### src/rtl/param_calculator_if.sv
// Operand, operation-select and result bundle between the board top level
// and the multi-cycle calculator. The board side drives operands and buttons;
// the calculator drives results and the one-hot state decode.
interface param_calculator_if #(
    parameter int WIDTH = 16
);
    logic [WIDTH-1:0]   In;
    logic               SCEN;
    logic               ButU;
    logic               ButD;
    logic               ButR;
    logic               ButL;
    logic [2*WIDTH-1:0] Result;
    logic [WIDTH-1:0]   Rem;
    logic               Flag;
    logic               Done;
    logic               QI;
    logic               QGet_A;
    logic               QGet_B;
    logic               QGet_Op;
    logic               QAdd;
    logic               QSub;
    logic               QMul;
    logic               QDiv;
    logic               QErr;
    logic               QDone;

    modport master (
        output In, SCEN, ButU, ButD, ButR, ButL,
        input  Result, Rem, Flag, Done,
        input  QI, QGet_A, QGet_B, QGet_Op, QAdd, QSub, QMul, QDiv, QErr, QDone
    );

    modport slave (
        input  In, SCEN, ButU, ButD, ButR, ButL,
        output Result, Rem, Flag, Done,
        output QI, QGet_A, QGet_B, QGet_Op, QAdd, QSub, QMul, QDiv, QErr, QDone
    );
endinterface

### src/rtl/param_calculator.sv
// Multi-cycle unsigned calculator: captures two operands from the switch bus,
// then performs add, subtract, shift-add multiply or restoring divide.
//
// state     | meaning
// ----------+-----------------------------------------------
// INITIAL   | idle, waiting for confirm to start
// GET_A     | tracking operand A from the switches
// GET_B     | tracking operand B from the switches
// GET_OP    | waiting for an operation button
// ADD       | single-cycle add, carry into Flag
// SUB       | single-cycle subtract, borrow into Flag
// MUL       | WIDTH-cycle LSB-first shift-add multiply
// DIV       | WIDTH-cycle MSB-first restoring divide
// ERR       | divide by zero, waiting for confirm
// DONE      | result valid, waiting for confirm
module param_calculator #(
    parameter int WIDTH = 16
) (
    input logic               Clk,
    input logic               Reset,
    param_calculator_if.slave bus
);
    localparam int CW = $clog2(WIDTH + 1);
    localparam int W2 = 2 * WIDTH;
    localparam logic [CW-1:0] CNT_LAST = CW'(WIDTH - 1);

    typedef enum logic [9:0] {
        S_INITIAL = 10'b00_0000_0001,
        S_GET_A   = 10'b00_0000_0010,
        S_GET_B   = 10'b00_0000_0100,
        S_GET_OP  = 10'b00_0000_1000,
        S_ADD     = 10'b00_0001_0000,
        S_SUB     = 10'b00_0010_0000,
        S_MUL     = 10'b00_0100_0000,
        S_DIV     = 10'b00_1000_0000,
        S_ERR     = 10'b01_0000_0000,
        S_DONE    = 10'b10_0000_0000
    } state_t;

    state_t          state;
    state_t          state_next;
    logic [WIDTH-1:0] a;
    logic [WIDTH-1:0] b;
    logic [W2-1:0]    result;
    logic [WIDTH-1:0] rem;
    logic [CW-1:0]    cnt;
    logic             flag;
    // upper half: partial remainder, lower half: dividend bits not yet consumed
    logic [W2-1:0]    work;

    logic             last_step;
    logic [WIDTH:0]   add_full;
    logic             mul_bit;
    logic [W2-1:0]    mul_addend;
    logic [W2-1:0]    mul_sum;
    logic [WIDTH:0]   div_trial;
    logic             div_take;
    logic [WIDTH-1:0] div_partial;

    // Arithmetic for the current op step, shared by the datapath register block
    always_comb begin
        last_step   = (cnt == CNT_LAST);
        add_full    = {1'b0, a} + {1'b0, b};
        mul_bit     = |(b & (WIDTH'(1) << cnt));
        mul_addend  = mul_bit ? ({{WIDTH{1'b0}}, a} << cnt) : '0;
        mul_sum     = result + mul_addend;
        div_trial   = work[W2-1:WIDTH-1];
        div_take    = (div_trial >= {1'b0, b});
        // when the trial is taken it is below 2*b, so the difference fits in WIDTH bits
        div_partial = div_take ? (div_trial[WIDTH-1:0] - b) : div_trial[WIDTH-1:0];
    end

    // State register
    always_ff @(posedge Clk) begin
        if (Reset) begin
            state <= S_INITIAL;
        end else begin
            state <= state_next;
        end
    end

    // Next-state decode; buttons only matter in GET_OP, with U > D > R > L
    always_comb begin
        state_next = state;
        case (state)
            S_INITIAL: if (bus.SCEN) state_next = S_GET_A;
            S_GET_A:   if (bus.SCEN) state_next = S_GET_B;
            S_GET_B:   if (bus.SCEN) state_next = S_GET_OP;
            S_GET_OP: begin
                if (bus.ButU)      state_next = S_MUL;
                else if (bus.ButD) state_next = (b == '0) ? S_ERR : S_DIV;
                else if (bus.ButR) state_next = S_ADD;
                else if (bus.ButL) state_next = S_SUB;
            end
            S_ADD:     state_next = S_DONE;
            S_SUB:     state_next = S_DONE;
            S_MUL:     if (last_step) state_next = S_DONE;
            S_DIV:     if (last_step) state_next = S_DONE;
            S_ERR:     if (bus.SCEN) state_next = S_INITIAL;
            S_DONE:    if (bus.SCEN) state_next = S_INITIAL;
            default:   state_next = S_INITIAL;
        endcase
    end

    // Operand capture and per-operation datapath updates
    always_ff @(posedge Clk) begin
        if (Reset) begin
            a      <= '0;
            b      <= '0;
            result <= '0;
            rem    <= '0;
            cnt    <= '0;
            flag   <= 1'b0;
            work   <= '0;
        end else begin
            case (state)
                S_INITIAL: flag <= 1'b0;
                S_GET_A:   a <= bus.In;
                S_GET_B:   b <= bus.In;
                S_GET_OP: begin
                    result <= '0;
                    rem    <= '0;
                    cnt    <= '0;
                    work   <= {{WIDTH{1'b0}}, a};
                end
                S_ADD: begin
                    result <= {{(WIDTH-1){1'b0}}, add_full};
                    flag   <= add_full[WIDTH];
                end
                S_SUB: begin
                    result <= {{WIDTH{1'b0}}, a - b};
                    flag   <= (a < b);
                end
                S_MUL: begin
                    result <= mul_sum;
                    cnt    <= cnt + CW'(1);
                    if (last_step) flag <= |mul_sum[W2-1:WIDTH];
                end
                S_DIV: begin
                    // quotient bits enter at the bottom so the first one ends at WIDTH-1
                    result <= {result[W2-2:0], div_take};
                    work   <= {div_partial, work[WIDTH-2:0], 1'b0};
                    cnt    <= cnt + CW'(1);
                    if (last_step) begin
                        rem  <= div_partial;
                        flag <= 1'b0;
                    end
                end
                S_ERR: begin
                    result <= '0;
                    rem    <= '0;
                end
                default: ;
            endcase
        end
    end

    assign bus.Result  = result;
    assign bus.Rem     = rem;
    assign bus.Flag    = flag;
    assign bus.Done    = (state == S_DONE);
    assign bus.QI      = (state == S_INITIAL);
    assign bus.QGet_A  = (state == S_GET_A);
    assign bus.QGet_B  = (state == S_GET_B);
    assign bus.QGet_Op = (state == S_GET_OP);
    assign bus.QAdd    = (state == S_ADD);
    assign bus.QSub    = (state == S_SUB);
    assign bus.QMul    = (state == S_MUL);
    assign bus.QDiv    = (state == S_DIV);
    assign bus.QErr    = (state == S_ERR);
    assign bus.QDone   = (state == S_DONE);
endmodule
### src/flat_wrapper.sv
// flat-port wrapper written by rule: the top's interface ports become plain ports
module param_calculator_flat 
#(
    parameter int WIDTH = 16
)
  (Clk, Reset, bus_In, bus_SCEN, bus_ButU, bus_ButD, bus_ButR, bus_ButL, bus_Result, bus_Rem, bus_Flag, bus_Done, bus_QI, bus_QGet_A, bus_QGet_B, bus_QGet_Op, bus_QAdd, bus_QSub, bus_QMul, bus_QDiv, bus_QErr, bus_QDone);
  param_calculator_if #(.WIDTH(WIDTH)) bus_i ();
  input logic Clk;
  input logic Reset;
  input wire logic [$bits(bus_i.In)-1:0] bus_In;
  input wire logic [$bits(bus_i.SCEN)-1:0] bus_SCEN;
  input wire logic [$bits(bus_i.ButU)-1:0] bus_ButU;
  input wire logic [$bits(bus_i.ButD)-1:0] bus_ButD;
  input wire logic [$bits(bus_i.ButR)-1:0] bus_ButR;
  input wire logic [$bits(bus_i.ButL)-1:0] bus_ButL;
  output wire logic [$bits(bus_i.Result)-1:0] bus_Result;
  output wire logic [$bits(bus_i.Rem)-1:0] bus_Rem;
  output wire logic [$bits(bus_i.Flag)-1:0] bus_Flag;
  output wire logic [$bits(bus_i.Done)-1:0] bus_Done;
  output wire logic [$bits(bus_i.QI)-1:0] bus_QI;
  output wire logic [$bits(bus_i.QGet_A)-1:0] bus_QGet_A;
  output wire logic [$bits(bus_i.QGet_B)-1:0] bus_QGet_B;
  output wire logic [$bits(bus_i.QGet_Op)-1:0] bus_QGet_Op;
  output wire logic [$bits(bus_i.QAdd)-1:0] bus_QAdd;
  output wire logic [$bits(bus_i.QSub)-1:0] bus_QSub;
  output wire logic [$bits(bus_i.QMul)-1:0] bus_QMul;
  output wire logic [$bits(bus_i.QDiv)-1:0] bus_QDiv;
  output wire logic [$bits(bus_i.QErr)-1:0] bus_QErr;
  output wire logic [$bits(bus_i.QDone)-1:0] bus_QDone;
  assign bus_i.In = bus_In;
  assign bus_i.SCEN = bus_SCEN;
  assign bus_i.ButU = bus_ButU;
  assign bus_i.ButD = bus_ButD;
  assign bus_i.ButR = bus_ButR;
  assign bus_i.ButL = bus_ButL;
  assign bus_Result = bus_i.Result;
  assign bus_Rem = bus_i.Rem;
  assign bus_Flag = bus_i.Flag;
  assign bus_Done = bus_i.Done;
  assign bus_QI = bus_i.QI;
  assign bus_QGet_A = bus_i.QGet_A;
  assign bus_QGet_B = bus_i.QGet_B;
  assign bus_QGet_Op = bus_i.QGet_Op;
  assign bus_QAdd = bus_i.QAdd;
  assign bus_QSub = bus_i.QSub;
  assign bus_QMul = bus_i.QMul;
  assign bus_QDiv = bus_i.QDiv;
  assign bus_QErr = bus_i.QErr;
  assign bus_QDone = bus_i.QDone;
  param_calculator #(.WIDTH(WIDTH)) u_core (.Clk(Clk), .Reset(Reset), .bus(bus_i));
endmodule
### config.mk
export PLATFORM = sky130hd
export DESIGN_NAME = param_calculator_flat
export DESIGN_NICKNAME = d
export VERILOG_FILES = /design/src/rtl/param_calculator_if.sv /design/src/rtl/param_calculator.sv /design/src/flat_wrapper.sv
export SDC_FILE = /design/constraint.sdc
export NUM_CORES = 1
export LEC_CHECK = 0
export BUFFER_PORTS_ARGS = -buffer_cell sky130_fd_sc_hd__clkbuf_2
export CAP_MARGIN = 15
export CORE_ASPECT_RATIO = 1.2
export CORE_MARGIN = 4
export CORE_UTILIZATION = 55
export CTS_BUF_LIST = sky130_fd_sc_hd__clkbuf_4
export CTS_CLUSTER_SIZE = 10
export DETAILED_ROUTE_END_ITERATION = 10
export PLACE_DENSITY_LB_ADDON = 0.3
export SETUP_SLACK_MARGIN = 0.1
export SLEW_MARGIN = 20
export SYNTH_ARGS = -nofsm -noshare
export SYNTH_HDL_FRONTEND = slang
export SYNTH_SLANG_ARGS = --single-unit
### constraint.sdc
create_clock -name Clk -period 5.9 [get_ports Clk]
set_input_delay 0.295 -clock Clk [delete_from_list [all_inputs] [get_ports Clk]]
set_output_delay 0.295 -clock Clk [all_outputs]
set_load 0.02 [all_outputs]
# Word-level counts from Yosys, hierarchy flattened
# Index checks and enable logic that the tools add are counted.
# totals
inputBits	23
output_inout_bits	60
wordCells	73
latch_bits	0
ramBits	0
regBits	128
mem_bits_ro	0
n_memories	0
# op_classes
n_mul	0
order_cmp	2
n_mux	21
n_bitwise	1
n_reduce_logical	15
n_shift	2
addsub	5
n_div	0
n_eq_ne	19
# ops
cell	n
$pmux 32 s5	1
$mux 10	9
$pmux 10 s7	1
$pmux 32 s2	1
$add 32x32->32	1
$mux 16	2
$mux 32	1
$pmux 16 s2	1
$reduce_or 16->1	2
$shl 16x5->32	1
$sub 16x16->16	2
$add 16x16->17	1
$ge 17x16->1	1
$and 16x16->16	1
$logic_not 16->1	1
$lt 16x16->1	1
$shl 1x5->16 const A	1
$eq 10x1->1 const B	1
$eq 10x10->1 const B	1
$eq 10x2->1 const B	1
$eq 10x3->1 const B	1
$eq 10x4->1 const B	1
$eq 10x5->1 const B	1
$eq 10x6->1 const B	1
other kinds (18)	30

# Logic depth before layout (Yosys ltp)
# Gate-level depths: netlist of the first run.
# depth
word_depth	8
depth_mapped	26
depth_no_buf	21

# Worst setup path before layout of the first run
# No wires, ideal clock.
# synth_timing
path_type	reg2reg
startpoint	reg u_core.cnt[1]
endpoint	reg u_core.flag (netlist: u_core.bus.Flag)
setup_time_ns	0.133
arrival_time_ns	5.462
stages_incl_launch_ff	25
path_buffers	6
slack_ns	0.305
path_cell_list	dfxtp_1 -> clkbuf_1 -> buf_1 -> inv_1 -> ha_1 -> a222oi_1 -> nand2_1 -> a222oi_1 -> or3_1 -> clkbuf_1 -> and2_1 -> clkbuf_1 -> clkbuf_1 -> a211oi_1 -> ha_1 -> clkbuf_1 -> and4_1 -> a21oi_1 -> o221ai_1 -> a2111oi_1 -> o32ai_1 -> nor4_1 -> nand4b_1 -> nor4b_1 -> o32ai_1
# synth_via
elab_chain_cells	8
elab_cells_between_ends	13
cone_classes	add/sub: 1; eq/ne: 3; shift: 2; mux: 3; bitwise: 1; reduce/logical: 3
# synth_rtl
element	line_no	rtl
start, declared	param_calculator.sv:46	logic [CW-1:0] cnt;
start signal, assigned	param_calculator.sv:136	cnt <= cnt + CW'(1);
start signal, assigned	param_calculator.sv:143	cnt <= cnt + CW'(1);
$shl 1x5->16	param_calculator.sv:64	mul_bit = |(b & (WIDTH'(1) << cnt));
$and 16x16->16	param_calculator.sv:64	
$reduce_or 16->1	param_calculator.sv:64	
$mux 32	param_calculator.sv:65	mul_addend = mul_bit ? ({{WIDTH{1'b0}}, a} << cnt) : '0;
$add 32x32->32	param_calculator.sv:66	mul_sum = result + mul_addend;
$reduce_or 16->1	param_calculator.sv:137	if (last_step) flag <= |mul_sum[W2-1:WIDTH];
$mux 1	param_calculator.sv:137	
$pmux 1 s5	param_calculator.sv:116	case (state)
end signal, assigned	param_calculator.sv:128	flag <= add_full[WIDTH];
end signal, assigned	param_calculator.sv:132	flag <= (a < b);
end signal, assigned	param_calculator.sv:137	
end, declared	param_calculator.sv:47	logic flag;
# Parallel ways exist; a longest one is shown, timed or not. The select of a mux whose other input is x is not followed.
# A chain may end at the register's enable or synchronous reset.

# Final worst setup path of the first run
# Same ends and word-level chain as after synthesis.

==> results.sh, run 1 <==
export IMPL_worst_setup_path_type="register to register"
export IMPL_seq_power_share=0.434
export IMPL_yosysMostFrequentCell="nand2_1"
export IMPL_syn_inst=1337
export IMPL_die_area_um2=20710
export IMPL_period_minus_slack_ns=5.368
export IMPL_core_area_um2=18170
export IMPL_synth_commonest_cells="nand2_1 (189), a21oi_1 (136), nor2_1 (129)"
export IMPL_drt_pass1_iterations=6
export IMPL_post_dp_hpwl_um=24060
export IMPL_die_y_um=156.8
export IMPL_switching_share=0.4067
export IMPL_worstMarginPinSlew_ns=0.9092
export IMPL_status="finished, final reports clean"
export IMPL_hold_ws_ns=0.03951
export IMPL_clk_latency_ns=0.58
export IMPL_cts_buffer_depth=2
export IMPL_wl_um=32250
export IMPL_grt_use_total=0.3059
export IMPL_finalSetupViolCount=0
export IMPL_cts_setup_buffers=0
export IMPL_initial_core_util=0.5586
export IMPL_synth_edf_count=0
export IMPL_gp_congestion=0.9732
export IMPL_drive_gt1_frac=0.1249
export IMPL_max_freq_ghz=0.1863
export IMPL_synth_top_area_share=0.2524
export IMPL_grt_first_pass_wirelength_um=51330
export IMPL_drv_slew=0
export IMPL_end_kind="register"
export IMPL_fin_crit_sh=0.9098
export IMPL_finalHoldViolations=0
export IMPL_arrival_ns=5.81
export IMPL_wl_per_cell_um=19.63
export IMPL_synthTopCellsByArea="dfxtp_1 (25%), ha_1 (11%), nand2_1 (7.0%)"
export IMPL_worst_hold_path_type="input port to register"
export IMPL_nets=1517
export IMPL_ys_ff_latch=128
export IMPL_clkPwrFrac=0.269
export IMPL_cts_tree="yes"
export IMPL_startpoint_type="register"
export IMPL_ios=83
export IMPL_power_frac_comb=0.298
export IMPL_grt_pass1_vias=9693
export IMPL_cts_max_level=4
export IMPL_synth_nets=1450
export IMPL_avgSynthCellArea_um2=7.593
export IMPL_overflow=0
export IMPL_p_int_w=0.001346
export IMPL_power_density_nw_per_um2=203.0
export IMPL_switchingPower_w=0.0009226
export IMPL_via_count=10490
export IMPL_crit_path_max_fanout=15
export IMPL_async_flop_share=0
export IMPL_yosysTopAreaCell="dfxtp_1"
export IMPL_skew_ns=0.02255
export IMPL_seq_area_frac_synth=0.2524
export IMPL_worstPathRequired_ns=6.35
export IMPL_leakage_nw=4.678
export IMPL_tns_ns=0
export IMPL_irDropWorstVdd_mv=0.1787
export IMPL_yosysWarnings=0
export IMPL_portBuffers=82
export IMPL_rows=54
export IMPL_maxCapViolCount=0
export IMPL_grt_antenna_before_repair=1
export IMPL_clk_pin_slew_ns=0.14
export IMPL_grt_max_degree=64
export IMPL_nFillCells=1643
export IMPL_ys_types=79
export IMPL_final_antenna_net_count=0
export IMPL_die_w_um=132.0
export IMPL_slew_headroom=0.3901
export IMPL_netlist_area_um2=10150
export IMPL_vias_per_cell=6.384
export IMPL_drt_initial_drc_count=864
export IMPL_syn2layout_area_growth_pct=10.07
export IMPL_cts_made_buffers=17
export IMPL_root_buffer="clkbuf_4"
export IMPL_cts_sinks=128
export IMPL_rsz0062_at_grt="false"
export IMPL_drc_errors=0
export IMPL_synthFlopType="dfxtp_1"
## through the flow
stage / instance area [um2] / instances / utilization / worst slack [ns] / power, W
floorplan: 10150 / 1337 / - / 0.3048 / 0.001465
global placement: 10710 / 1590 / 0.5892 / 0.5609 / 0.001649
detailed placement: 10710 / 1590 / 0.5892 / 0.5590 / 0.001656
CTS: 11170 / 1641 / 0.6145 / 0.5113 / 0.002265
global route: 11170 / 1643 / 0.6148 / 0.2354 / 0.002384
finish: 11170 / 1643 / 0.6148 / 0.5320 / 0.002269
## flip-flops by register name (all words and copies together) (netlist names)
name / flops
u_core.bus.Flag: 1
u_core.bus.Result: 32
u_core.b: 16
u_core.work: 32
u_core.a: 16
u_core.cnt: 5
u_core.state: 10
u_core.bus.Rem: 16
## worst paths after layout
kind	start	endpoint	slack, ns	depth (start not counted)
setup / recovery	u_core.cnt[1]	u_core.bus.Flag	0.53	18
hold / removal	bus_ButL	u_core.state[5]	0.04	3
setup reg to reg	u_core.cnt[1]	u_core.bus.Flag	0.53	18
hold reg to reg	u_core.work[10]	u_core.work[10]	0.46	2
## repair_timing
item                                    CTS  global route
hold buffers                             19             0
endpoints found under the setup margin    0             1
gates resized for setup                   0             1
hold endpoints to repair                 34             0
## power groups by stage
stage / clock network, W / registers, W / logic, W
5_1_grt: 0.000651 / 0.000988 / 0.000745
3_5_place_dp: 0 / 0.00100 / 0.000656
2_1_floorplan: 0 / 0.000983 / 0.000482
3_3_place_gp: 0 / 0.000999 / 0.000650
4_1_cts: 0.000616 / 0.000981 / 0.000669
6_report: 0.000609 / 0.000984 / 0.000675
## worst max-delay path: stages, from the launching register on
cell and delay [ns]:
dfxtp_1 0.40, inv_1 0.13, ha_1 0.26, a222oi_1 0.34, nand2_1 0.09, a222oi_1 0.33, or3_1 0.37, and2_2 0.38
a211oi_1 0.10, ha_1 0.36, and3_1 0.23, a31oi_1 0.40, a21oi_2 0.20, a2111oi_1 0.61, o32ai_1 0.18, nor4_1 0.34
nand4b_1 0.14, nor4b_1 0.26, o32ai_1 0.13
## area by class of cell
class	count	area, um2	area share
tap	224	280.3	0.02508
clock inverter	15	142.6	0.01276
clock buffer	17	127.6	0.01142
inverter	62	232.7	0.02083
timing repair buffer	121	753.2	0.06741
multi-input combinational	1074	7071	0.6327
sequential	128	2562	0.2293
antenna	2	5.005	0.0004479
## cells in the final DEF (no fill, tap or decap), types with 6 or more instances in the layout
cell and n:
or2_2 6, o31ai_1 8, nor2b_1 13, o21ai_2 7
and3_1 12, buf_4 21, dlygate4sd3_1 19, o211ai_1 6
o21bai_1 9, nand4_1 6, xnor2_1 23, clkbuf_2 81
xor2_1 15, nor2_1 129, mux2i_1 28, and2_1 12
mux2_2 7, or3_1 8, nor4_1 12, a221o_1 13
a22oi_1 20, inv_1 57, a21oi_1 136, o21ai_0 75
nand2_1 189, o221ai_1 9, a21o_1 25, ha_1 86
a222oi_1 18, nand2b_1 8, a31oi_1 11, dfxtp_1 128
a221oi_1 17, a211oi_1 28, o21a_1 9, nor3_1 23
nand3_1 16, clkbuf_4 17
## metal layers
layer	track usage	share of wire	up-vias	wire, um
met4	0.1536	0.050	0	1626
met2	0.5171	0.48	416	15380
met5	0	0	-	0
li1	-	-	5059	-
met3	0.04759	0.061	94	1961
met1	0.3808	0.41	4920	13290
## cell families after synthesis
logic type,share of synthesized area
simple gates,0.2066
fa+ha+maj,0.1139
mux,0.04425
compound gates,0.2973
xor+xnor,0.03278
flops,0.2524
buf+inv,0.05287
Note: power is estimated with default switching activity, not from simulation.
==> run 2: changes to the inputs <==
- ABC_AREA: not set -> 1
==> results.sh, run 2 <==
export IMPL_crit_path_max_incr_delay_ns=0.70
export IMPL_clk_latency_ns=0.58
export IMPL_cts_setup_buffers=0
export IMPL_status="finished, final reports clean"
export IMPL_cts_made_buffers=17
export IMPL_grt_antenna_before_repair=1
export IMPL_seq_area_frac_synth=0.2188
export IMPL_yosysMostFrequentCell="nand2_1"
export IMPL_worstPathRequired_ns=6.37
export IMPL_initial_core_util=0.5584
export IMPL_drc_errors=0
export IMPL_drive_gt1_frac=0.09068
export IMPL_ys_types=57
export IMPL_slew_headroom=0.3915
export IMPL_dpl_worst_slack_ns=1.007
export IMPL_die_area_um2=23700
export IMPL_cts_tree="yes"
export IMPL_wl_um=43470
export IMPL_end_kind="register"
export IMPL_grt_pass1_vias=12580
export IMPL_clkPwrFrac=0.168
export IMPL_setup_ws_ns=0.9251
export IMPL_rsz0062_at_grt="false"
export IMPL_period_minus_slack_ns=4.975
export IMPL_tns_ns=0
export IMPL_multi_input_area_um2=7735
export IMPL_layout_common_cells="nand2_1 (521), inv_1 (276), a21oi_1 (173), nor2_1 (158), nand3_1 (136)"
export IMPL_synth_top_area_share=0.2188
export IMPL_seqCellArea_um2=2562
export IMPL_synthFlopType="dfxtp_1"
export IMPL_rows=58
export IMPL_via_count=13290
export IMPL_switching_share=0.5409
export IMPL_post_dp_hpwl_um=34000
export IMPL_leakage_nw=6.339
export IMPL_synth_nets=2050
export IMPL_switchingPower_w=0.002052
export IMPL_root_buffer="clkbuf_4"
export IMPL_gp_congestion=1.032
export IMPL_post_route_util=0.6018
export IMPL_die_w_um=141.2
export IMPL_overflow=0
export IMPL_drt_initial_drc_count=1155
export IMPL_core_area_um2=20970
export IMPL_drt_pass1_iterations=7
export IMPL_cts_max_level=4
export IMPL_ys_ff_latch=128
export IMPL_arrival_ns=5.44
export IMPL_avgSynthCellArea_um2=6.046
export IMPL_final_common_cell="nand2_1"
export IMPL_clk_pin_slew_ns=0.16
export IMPL_async_flop_share=0
export IMPL_final_antenna_net_count=0
export IMPL_finalHoldViolations=0
export IMPL_startpoint_type="register"
export IMPL_die_y_um=167.9
export IMPL_netlist_area_um2=11710
export IMPL_power_frac_comb=0.547
export IMPL_synthTopCellsByArea="dfxtp_1 (22%), nand2_1 (17%), ha_1 (9.2%)"
export IMPL_yosysTopAreaCell="dfxtp_1"
export IMPL_cpMaxStageDelayCell="dfxtp_1"
export IMPL_fin_crit_sh=0.8432
export IMPL_skew_ns=0.03174
export IMPL_finalSetupViolCount=0
export IMPL_syn2layout_area_growth_pct=7.767
export IMPL_power_density_nw_per_um2=300.6
export IMPL_worstMarginPinSlew_ns=0.9057
export IMPL_worst_setup_path_type="register to register"
export IMPL_maxCapViolCount=0
export IMPL_cts_sinks=128
export IMPL_drv_slew=0
export IMPL_nets=2107
export IMPL_power_w=0.003794
export IMPL_synth_commonest_cells="nand2_1 (521), inv_1 (276), a21oi_1 (173)"
export IMPL_synth_edf_count=0
export IMPL_ios=83
export IMPL_wl_per_cell_um=19.08
export IMPL_p_int_w=0.001742
export IMPL_yosysWarnings=0
export IMPL_grt_use_total=0.3626
export IMPL_grt_first_pass_wirelength_um=67730
export IMPL_portBuffers=82
export IMPL_syn_inst=1937
export IMPL_crit_top_cell="nand2_1"
export IMPL_cts_buffer_depth=2
export IMPL_max_freq_ghz=0.2010
export IMPL_worst_hold_path_type="input port to register"
export IMPL_grt_max_degree=68
export IMPL_vias_per_cell=5.833
export IMPL_crit_path_max_fanout=20
export IMPL_seq_power_share=0.284
export IMPL_nFillCells=2150
export IMPL_irDropWorstVdd_mv=0.2545
[run 2: worst max-delay path: cells and delay by family, from the launching register on]
family / cells / cell delay [ns]
compound gates: 3 / 0.30
fa+ha+maj: 4 / 1.21
buf+inv: 4 / 0.67
flops: 1 / 0.70
simple gates: 16 / 2.00
[run 2: routing by layer]
metal  track usage  share of wire  routed length [um]
met4        0.2019          0.058                2523
met1        0.4500           0.41               17610
met5             0              0                   0
met3       0.04801          0.069                2996
met2        0.6044           0.47               20340
[run 2: worst paths after layout]
path / startpoint / end / slack, ns / cells after the start
setup / recovery: u_core.cnt[1] / u_core.bus.Flag / 0.93 / 27
hold / removal: bus_In[5] / u_core.b[5] / 0.04 / 3
setup reg to reg: u_core.cnt[1] / u_core.bus.Flag / 0.93 / 27
hold reg to reg: u_core.bus.Rem[4] / u_core.bus.Rem[4] / 0.47 / 2
[run 2: kinds of logic (layout without fill, tap and decap cells)]
kind of cell    Yosys count  count (layout)  share of synthesized area
simple gates            930             930                     0.3455
compound gates          401             401                     0.1936
buf+inv                 359             429                     0.1214
flops                   128             128                     0.2188
fa+ha+maj                90              90                    0.09872
xor+xnor                 26              26                    0.01944
mux                       3               3                   0.002564
other cells               0               1                          0
[run 2: metrics by stage]
step / area, um2 / hold WS (ns) / instances
CTS: 12610 / 0.009206 / 2277
global route: 12620 / 0.02156 / 2278
finish: 12620 / 0.03557 / 2278
floorplan: 11710 / 0.4155 / 1937
detailed placement: 12210 / 0.4574 / 2232
global placement: 12210 / 0.4524 / 2232
[run 2: power by group through the flow]
stage,sequential [W],clock [W],combinational [W]
2_1_floorplan,0.00110,0,0.00147
3_3_place_gp,0.00109,0,0.00198
3_5_place_dp,0.00110,0,0.00200
4_1_cts,0.00108,0.000643,0.00202
5_1_grt,0.00109,0.000677,0.00227
6_report,0.00108,0.000638,0.00208
[run 2: layout make-up]
type / count / share of cell area
Antenna cell: 1 / 0.0001983
Clock buffer: 17 / 0.01011
Clock inverter: 15 / 0.01130
Inverter: 293 / 0.08754
Multi-Input combinational cell: 1450 / 0.6129
Sequential cell: 128 / 0.2030
Tap cell: 270 / 0.02677
Timing Repair Buffer: 104 / 0.04818
[run 2: what timing repair did]
action,CTS,global route
endpoints found under the hold margin,17,0
hold buffers,13,0
resized for setup,0,0
